<file path="config.mk">
export PLATFORM = sky130hd
export DESIGN_NAME = seg7_scan_capture
export DESIGN_NICKNAME = d
export VERILOG_FILES = /design/src/rtl/seg7_scan_capture.sv
export SDC_FILE = /design/constraint.sdc
export NUM_CORES = 1
export LEC_CHECK = 0
export CAP_MARGIN = 20
export CORE_ASPECT_RATIO = 0.6
export CORE_MARGIN = 8
export CORE_UTILIZATION = 45
export CTS_CLUSTER_SIZE = 24
export DETAILED_ROUTE_END_ITERATION = 8
export GPL_TIMING_DRIVEN = 0
export MAX_ROUTING_LAYER = met4
export PLACE_DENSITY = 0.75
export SYNTH_ARGS = -nofsm -noshare
export SYNTH_HDL_FRONTEND = slang
export SYNTH_SLANG_ARGS = --single-unit
</file>
<file path="constraint.sdc">
create_clock -name clk -period 8.6 [get_ports clk]
set_input_delay 1.29 -clock clk [delete_from_list [all_inputs] [get_ports clk]]
set_output_delay 1.29 -clock clk [all_outputs]
set_load 0.02 [all_outputs]
</file>
<file path="src/rtl/seg7_scan_capture.sv">
// Receive side of the 7-seg display path: samples a multiplexed segment bus and rebuilds one hex word per scan frame.
// Build option: define SEG7_CAPTURE_INVERT_EN for active-low (common-anode) seg/digit_en inputs.
module seg7_scan_capture #(
   parameter int NUM_DIGITS    = 4,
   parameter int STABLE_CYCLES = 4,
   parameter int FRAME_TIMEOUT = 1000
) (
   input  logic                    clk,
   input  logic                    rst,
   input  logic [6:0]              seg,
   input  logic [NUM_DIGITS-1:0]   digit_en,
   output logic [NUM_DIGITS*4-1:0] value,
   output logic                    valid,
   output logic [NUM_DIGITS-1:0]   digit_err,
   output logic                    timeout
);

   localparam int DW = $clog2(STABLE_CYCLES + 1);
   localparam int TW = $clog2(FRAME_TIMEOUT + 1);
   localparam int IW = (NUM_DIGITS > 1) ? $clog2(NUM_DIGITS) : 1;
   localparam logic [DW-1:0] DWELL_MAX = DW'(STABLE_CYCLES);
   localparam logic [TW-1:0] TIMER_MAX = TW'(FRAME_TIMEOUT);

   typedef enum logic [1:0] {
      IDLE,
      COLLECT,
      DONE
   } state_t;

   // Returns {err, nibble}; unknown patterns decode to 0 with err set.
   function automatic logic [4:0] decode_seg(input logic [6:0] s);
      logic [4:0] r;
      case (s)
         7'h3F:   r = 5'h00;
         7'h06:   r = 5'h01;
         7'h5B:   r = 5'h02;
         7'h4F:   r = 5'h03;
         7'h66:   r = 5'h04;
         7'h6D:   r = 5'h05;
         7'h7D:   r = 5'h06;
         7'h07:   r = 5'h07;
         7'h7F:   r = 5'h08;
         7'h6F:   r = 5'h09;
         7'h77:   r = 5'h0A;
         7'h7C:   r = 5'h0B;
         7'h39:   r = 5'h0C;
         7'h5E:   r = 5'h0D;
         7'h79:   r = 5'h0E;
         7'h71:   r = 5'h0F;
         default: r = 5'h10;
      endcase
      return r;
   endfunction

   logic [6:0]              seg_in;
   logic [NUM_DIGITS-1:0]   en_in;

`ifdef SEG7_CAPTURE_INVERT_EN
   assign seg_in = ~seg;
   assign en_in  = ~digit_en;
`else
   assign seg_in = seg;
   assign en_in  = digit_en;
`endif

   logic [6:0]              seg_s1_q, seg_s1_d, seg_s2_q, seg_s2_d;
   logic [NUM_DIGITS-1:0]   en_s1_q, en_s1_d, en_s2_q, en_s2_d;
   logic [NUM_DIGITS+6:0]   prev_q, prev_d;
   logic [DW-1:0]           dwell_q, dwell_d;
   logic [NUM_DIGITS*4-1:0] slot_q, slot_d;
   logic [NUM_DIGITS-1:0]   slot_err_q, slot_err_d;
   logic                    capture;
   logic [IW-1:0]           cap_idx;
   logic [NUM_DIGITS-1:0]   cap_mask;
   logic [4:0]              decoded;

   state_t                  state_q;
   logic [TW-1:0]           timer_q;
   logic [NUM_DIGITS-1:0]   seen_q, seen_next;
   logic [NUM_DIGITS*4-1:0] value_q;
   logic [NUM_DIGITS-1:0]   err_q;
   logic                    valid_q, timeout_q;

   // Capture fires only on the transition into the saturated dwell count, so a long hold captures once.
   always_comb begin
      seg_s1_d   = seg_in;
      seg_s2_d   = seg_s1_q;
      en_s1_d    = en_in;
      en_s2_d    = en_s1_q;
      prev_d     = {seg_s2_q, en_s2_q};
      dwell_d    = dwell_q;
      slot_d     = slot_q;
      slot_err_d = slot_err_q;
      cap_idx    = '0;
      decoded    = decode_seg(seg_s2_q);

      if (({seg_s2_q, en_s2_q} != prev_q) || !$onehot(en_s2_q)) begin
         dwell_d = '0;
      end else if (dwell_q != DWELL_MAX) begin
         dwell_d = dwell_q + DW'(1);
      end

      capture  = (dwell_d == DWELL_MAX) && (dwell_q != DWELL_MAX);
      cap_mask = capture ? en_s2_q : '0;

      for (int i = 0; i < NUM_DIGITS; i++) begin
         if (en_s2_q[i]) begin
            cap_idx = IW'(i);
         end
      end

      if (capture) begin
         slot_d[cap_idx*4 +: 4] = decoded[3:0];
         slot_err_d[cap_idx]    = decoded[4];
      end

      seen_next = seen_q | cap_mask;
   end

   always_ff @(posedge clk or posedge rst) begin
      if (rst) begin
         seg_s1_q   <= '0;
         seg_s2_q   <= '0;
         en_s1_q    <= '0;
         en_s2_q    <= '0;
         prev_q     <= '0;
         dwell_q    <= '0;
         slot_q     <= '0;
         slot_err_q <= '0;
      end else begin
         seg_s1_q   <= seg_s1_d;
         seg_s2_q   <= seg_s2_d;
         en_s1_q    <= en_s1_d;
         en_s2_q    <= en_s2_d;
         prev_q     <= prev_d;
         dwell_q    <= dwell_d;
         slot_q     <= slot_d;
         slot_err_q <= slot_err_d;
      end
   end

   // Frame FSM; completion is tested before timer expiry so it wins a tie.
   always_ff @(posedge clk or posedge rst) begin
      if (rst) begin
         state_q   <= IDLE;
         timer_q   <= '0;
         seen_q    <= '0;
         value_q   <= '0;
         err_q     <= '0;
         valid_q   <= 1'b0;
         timeout_q <= 1'b0;
      end else begin
         valid_q   <= 1'b0;
         timeout_q <= 1'b0;
         case (state_q)
            IDLE: begin
               if (capture) begin
                  seen_q  <= cap_mask;
                  timer_q <= '0;
                  state_q <= (cap_mask == '1) ? DONE : COLLECT;
               end
            end
            COLLECT: begin
               seen_q <= seen_next;
               if (seen_next == '1) begin
                  state_q <= DONE;
               end else if (timer_q >= TIMER_MAX - TW'(1)) begin
                  timeout_q <= 1'b1;
                  seen_q    <= '0;
                  state_q   <= IDLE;
               end else begin
                  timer_q <= timer_q + TW'(1);
               end
            end
            DONE: begin
               value_q <= slot_q;
               err_q   <= slot_err_q;
               valid_q <= 1'b1;
               seen_q  <= cap_mask;
               if (capture) begin
                  timer_q <= '0;
                  state_q <= (cap_mask == '1) ? DONE : COLLECT;
               end else begin
                  state_q <= IDLE;
               end
            end
            default: begin
               seen_q  <= '0;
               state_q <= IDLE;
            end
         endcase
      end
   end

   assign value     = value_q;
   assign digit_err = err_q;
   assign valid     = valid_q;
   assign timeout   = timeout_q;

endmodule

</file>
# Yosys cells after proc, flatten, opt, wreduce, memory -nomap -nowiden
# Index checks and enable logic that the tools add are counted.
totals:
  ff_bits: 94
  input_bits: 13
  elab_cells: 94
op_classes:
  n_addsub: 6
  order_cmp: 3
  n_eq_ne: 29
  n_shift: 2
  n_mux: 29
  bitwise_logic: 1
  n_reduce_logical: 9
ops:
  columns: ["cell", "n"]
  rows:
  - ["7-bit == test, second input constant", 12]
  - ["5-bit case mux with 16 select lines", 1]
  - ["4-bit negator with 34-bit output", 1]
  - ["4-bit by 34-bit variable shift with 16-bit output, first input constant", 1]
  - ["4-bit by 34-bit variable part select with 16-bit output", 1]
  - ["10-bit two-way mux", 3]
  - ["10-bit case mux with 2 select lines", 1]
  - ["16-bit bitwise mux", 1]
  - ["4-bit two-way mux", 4]
  - ["7-bit by 3-bit == test with 1-bit output, second input constant", 2]
  - ["7-bit by 6-bit == test with 1-bit output, second input constant", 2]
  - ["2-bit two-way mux", 7]
  - ["4-bit case mux with 3 select lines", 1]
  - ["11-bit != test", 1]
  - ["10-bit by 1-bit adder with 10-bit output, second input constant", 1]
  - ["10-bit greater-or-equal comparator, second input constant", 1]
  - ["4-bit == test, second input constant", 2]
  - ["1-bit two-way mux", 6]
  - ["3-bit two-way mux", 2]
  - ["2-bit != test, second input constant", 3]
  - ["3-bit != test, second input constant", 2]
  - ["2-bit case mux with 3 select lines", 1]
  - ["1-bit by 1-bit adder with 2-bit output", 2]
  - ["4-bit bitwise mux", 1]
  - ["19 further kinds", 20]

# Longest topological paths before layout
logic_depth:
  word_depth: 13
  depth_mapped: 14

# Least setup slack after synthesis
# No wires, ideal clock.
synth_path:
  path_kind: "register to register"
  startpoint: "reg en_s2_q[0]"
  endpoint: "reg timer_q[2]"
  setup_time_ps: 79
  t_arrival_ps: 2992
  path_slack_ps: 5529
  stages_incl_launch_ff: 14
  synth_period_minus_slack_ps: 3071
  cell_sequence: "dfrtp_1 -> inv_1 -> fa_1 -> inv_1 -> ha_1 -> ha_1 -> nor3b_1 -> nand2_1 -> nor4_4 -> a31o_2 -> and4_1 -> buf_4 -> nand3b_1 -> mux2i_1"
synth_via:
  elab_chain_cells: 13
synth_lines:
  columns: ["item", "line_no", "source"]
  rows:
  - ["start, declared", "67", "logic [NUM_DIGITS-1:0] en_s1_q, en_s1_d, en_s2_q, en_s2_d;"]
  - ["start signal, assigned", "134", "en_s2_q <= en_s2_d;"]
  - ["1-bit by 1-bit adder with 2-bit output (implied by the code)", "97", "if (({seg_s2_q, en_s2_q} != prev_q) || !$onehot(en_s2_q)) begin"]
  - ["2-bit by 2-bit adder with 3-bit output (implied by the code)", "97", null]
  - ["3-bit by 1-bit == test with 1-bit output", "97", null]
  - ["1-bit logical NOT", "97", null]
  - ["1-bit logical OR", "97", null]
  - ["3-bit two-way mux", "97", null]
  - ["3-bit == test", "103", "capture = (dwell_d == DWELL_MAX) && (dwell_q != DWELL_MAX);"]
  - ["1-bit logical AND", "103", null]
  - ["4-bit two-way mux", "104", "cap_mask = capture ? en_s2_q : '0;"]
  - ["4-bit bitwise OR", "117", "seen_next = seen_q | cap_mask;"]
  - ["4-bit == test", "165", "if (seen_next == '1) begin"]
  - ["2-bit != test (no source line)", null, null]
  - ["4-bit AND reduction (no source line) *", null, null]
  - ["end signal, assigned", "172", "timer_q <= timer_q + TW'(1);"]
  - ["end, declared", "78", "logic [TW-1:0] timer_q;"]
# Every way passes the cells marked *; elsewhere a longest branch is shown, timed or not.
# A chain may end at the register's enable or synchronous reset.

# Worst setup path in the final report
# Same ends and word-level chain as after synthesis.

==> results.py <==
metrics = {
    "synthesis": {
        "syn_nets": 391,
        "yosys_warnings": 0,
        "ys_async_sr_fraction_pct": 100,
        "ys_seq_area_share_pct": 57.3,
        "syn_avg_cell_area_sq_um": 11.2,
        "ys_types": 47,
        "synthesis.area_sq_um": 4110,
        "ys_seq_elements": 94,
        "syn-instance-count": 368,
        "ys.flop_type": "dfrtp_1",
        "synth_edf_count": 0,
    },
    "timing": {
        "hold_viol": 0,
        "maxSlewViolCount": 0,
        "setup_violations": 0,
        "clock.fmax_ghz": 0.288,
        "fin_crit_ns": 3.48,
        "tightestPinTransition_ns": 0.685,
        "setup_tns_ns": 0,
        "fin_crit_sh_pct": 40.4,
        "finalClockSkew_ns": 0.00673,
        "holdWs_ns": 0.349,
        "rsz0062_at_grt": "no",
        "slew_headroom_pct": 54.0,
    },
    "critical_path": {
        "cp_slowest_cell": "fa_1",
        "start_kind": "flop",
        "worstPathCellList": "inv_1 > fa_1 > inv_1 > ha_1 > ha_1 > nor3b_1 > nand2_1 > nor4_4 > a31o_2 > and4_1 > buf_4 > nand3b_1 > mux2i_1",
        "startpoint": "en_s2_q[0]",
        "cp.required_ns": 8.86,
        "r2r_start": "en_s2_q[0]",
        "criticalPathCategory": "flop to flop",
        "slowest_delay_ns": 0.54,
        "arrival_ns": 3.74,
        "critPathCaptureType": "flop",
        "crit_fanout": 9,
    },
    "status": {
        "status": "finished clean",
    },
    "cts": {
        "ctsResizeCount": 0,
        "cts-hold-fix-buffers": 0,
        "clock-sinks": 94,
        "clkTransAtPathRegs_ns": 0.06,
        "cts_made_buffers": 9,
        "cts_root_buf": "clkbuf_16",
        "post-cts-setup-buffer-count": 0,
        "htreeDepth": 3,
        "insertion_delay_ns": 0.34,
        "cts_tree": "built",
        "clk_path_buf_depth": 2,
    },
    "min_path": {
        "holdCritStartpoint": "seg_s1_q[3]",
        "hold_class": "flop to flop",
    },
    "floorplan": {
        "ios": 35,
        "die-area_sq_um": 12500,
        "coreArea_sq_um": 9020,
        "start_util_pct": 45.5,
        "die_y_um": 90.0,
        "die_w_um": 139,
        "num_rows": 27,
    },
    "finish": {
        "fin_nets": 437,
        "final_common_cell": "dfrtp_1",
        "fin_area_sq_um": 4930,
        "fill_cells": 766,
        "layout_common_cells": "94 x dfrtp_1, 56 x nand2_1, 34 x clkdlybuf4s50_1, 22 x o21ai_0, 20 x mux2_2",
        "fin_cells": 535,
        "syn2layout_area_growth_pct": 20.0,
        "diodes": 0,
        "drive_above_1_share_pct": 11.9,
    },
    "power": {
        "power_frac_clock_pct": 44.2,
        "leakagePower_uw": 0.00222,
        "p_switching_uw": 204,
        "power_frac_comb_pct": 5.5,
        "p_int_uw": 703,
        "power_density_nw_per_um2": 184,
        "switching_share_pct": 22.5,
        "pwr-share-seq_pct": 50.3,
        "ir_worst_vdd_v": 0.000109,
    },
    "route": {
        "drtAntennaViolNets": 0,
        "drc": 0,
        "vias": 2896,
        "dr.first_iter.drc_count": 283,
        "drt-total-wl_mm": 8.02,
        "drt-pass1-iter-count": 5,
        "viasPerCell": 5.41,
        "avgRoutedWirePerCell_um": 15.0,
    },
    "global_route": {
        "track_usage_pct": 14.5,
        "grt_pass1_wl_mm": 14.4,
        "grt_max_degree": 54,
        "grt_pass1_vias": 2953,
        "grt_overflow": 0,
        "antenna_found_initial": 0,
    },
    "place": {
        "dp_cells": 519,
        "portBuffers": 34,
        "place.gp.congestion": 0.887,
        "place_hpwl_mm": 5.74,
        "placed_cell_area_sq_um": 4620,
    },
    "run": {
        "drv_cap": 0,
    },
}
## synthesized netlist by cell type, types with 2 or more instances
cell type | number | share of area (%)
xor2_1 | 4 | 0.85
o31ai_1 | 4 | 0.73
dfrtp_1 | 94 | 57
or4_1 | 2 | 0.37
nand2b_1 | 8 | 1.2
a21oi_1 | 15 | 1.8
o22a_1 | 5 | 1.1
mux2_2 | 20 | 5.5
nor3b_1 | 5 | 0.91
and4_1 | 3 | 0.64
nand4_1 | 7 | 1.1
a31o_2 | 5 | 1.1
or3_1 | 5 | 0.76
ha_1 | 9 | 2.7
nor3_1 | 11 | 1.3
nand3_1 | 6 | 0.73
nor2_1 | 6 | 0.55
xnor2_1 | 9 | 1.9
nand2_1 | 56 | 5.1
and2_1 | 4 | 0.61
a31oi_1 | 4 | 0.61
mux2i_1 | 3 | 0.73
clkbuf_1 | 12 | 1.1
o211ai_1 | 3 | 0.55
nand3b_1 | 5 | 0.91
a21o_1 | 4 | 0.73
o21ai_0 | 22 | 2.7
inv_1 | 15 | 1.4
nor2b_1 | 4 | 0.61
## registers in the layout, summed over array words and instances, names as in the netlist, 7 cells and up
| signal | cells |
|---|---|
| seg_s2_q | 7 |
| slot_q | 16 |
| seg_s1_q | 7 |
| value | 16 |
| prev_q | 11 |
| timer_q | 10 |
## through the flow
stage	power (uW)	utilization, %	setup slack (ns)
after floorplan	496	-	4.86
after global placement	510	50.9	3.56
after detailed placement	514	51.2	5.10
after CTS	916	54.6	5.09
after global routing	946	54.6	4.86
final	907	54.6	5.12
## layout make-up
type / count / area, sq um / share of cell area [%]
Buffer: 15 / 68.8 / 1.40
Clock buffer: 10 / 239 / 4.85
Multi-Input combinational cell: 244 / 1630 / 33.1
Inverter: 15 / 58.8 / 1.19
Sequential cell: 94 / 2350 / 47.7
Timing Repair Buffer: 35 / 368 / 7.47
Clock inverter: 6 / 66.3 / 1.35
Tap cell: 116 / 145 / 2.95
## worst paths after layout
| kind | end | slack (ns) | cells past startpoint |
|---|---|---|---|
| worst max-delay path | timer_q[2] | 5.12 | 13 |
| worst min-delay path | seg_s2_q[3] | 0.35 | 0 |
| worst max register to register | timer_q[2] | 5.12 | 13 |
| worst min register to register | seg_s2_q[3] | 0.35 | 0 |
| max in group asynchronous | prev_q[10] | 6.63 | 3 |
| min in group asynchronous | timer_q[8] | 1.34 | 2 |
## critical path: cells and delay by family, from the launching register on
kind	cells	cell delay, ns
buf+inv	3	0.32
flops	1	0.46
simple gates	5	1.21
mux	1	0.19
compound gates	1	0.25
fa+ha+maj	3	0.98
## cell families (layout without fill, tap and decap cells)
family                   Yosys count  count (layout)  synth area share, %
AO/OA/AOI/OAI                     69              69                 10.8
XOR/XNOR                          13              13                 2.77
adder cells (fa/ha/maj)           10              10                 3.23
buffers and inverters             30              81                 3.05
flip-flops                        94              94                 57.3
multiplexers                      23              23                 6.22
AND/OR/NAND/NOR                  129             129                 16.6
## power groups by stage
| stage | sequential (uW) | combinational [uW] | clock (uW) |
|---|---|---|---|
| finish | 456 | 49.6 | 401 |
| global route | 457 | 56.6 | 433 |
| CTS | 456 | 49.9 | 410 |
| detailed placement | 465 | 49.6 | 0 |
| global placement | 464 | 45.9 | 0 |
| floorplan | 462 | 33.6 | 0 |
## metal layers
| layer | wire, um | part of all wire (%) | global-route usage [%] |
|---|---|---|---|
| met1 | 3970 | 49 | 19.5 |
| met2 | 3330 | 42 | 20.0 |
| met3 | 608 | 7.6 | 4.96 |
| met4 | 116 | 1.4 | 4.90 |
| met5 | 0 | 0 | - |
Power figures use the tool's default switching activity.
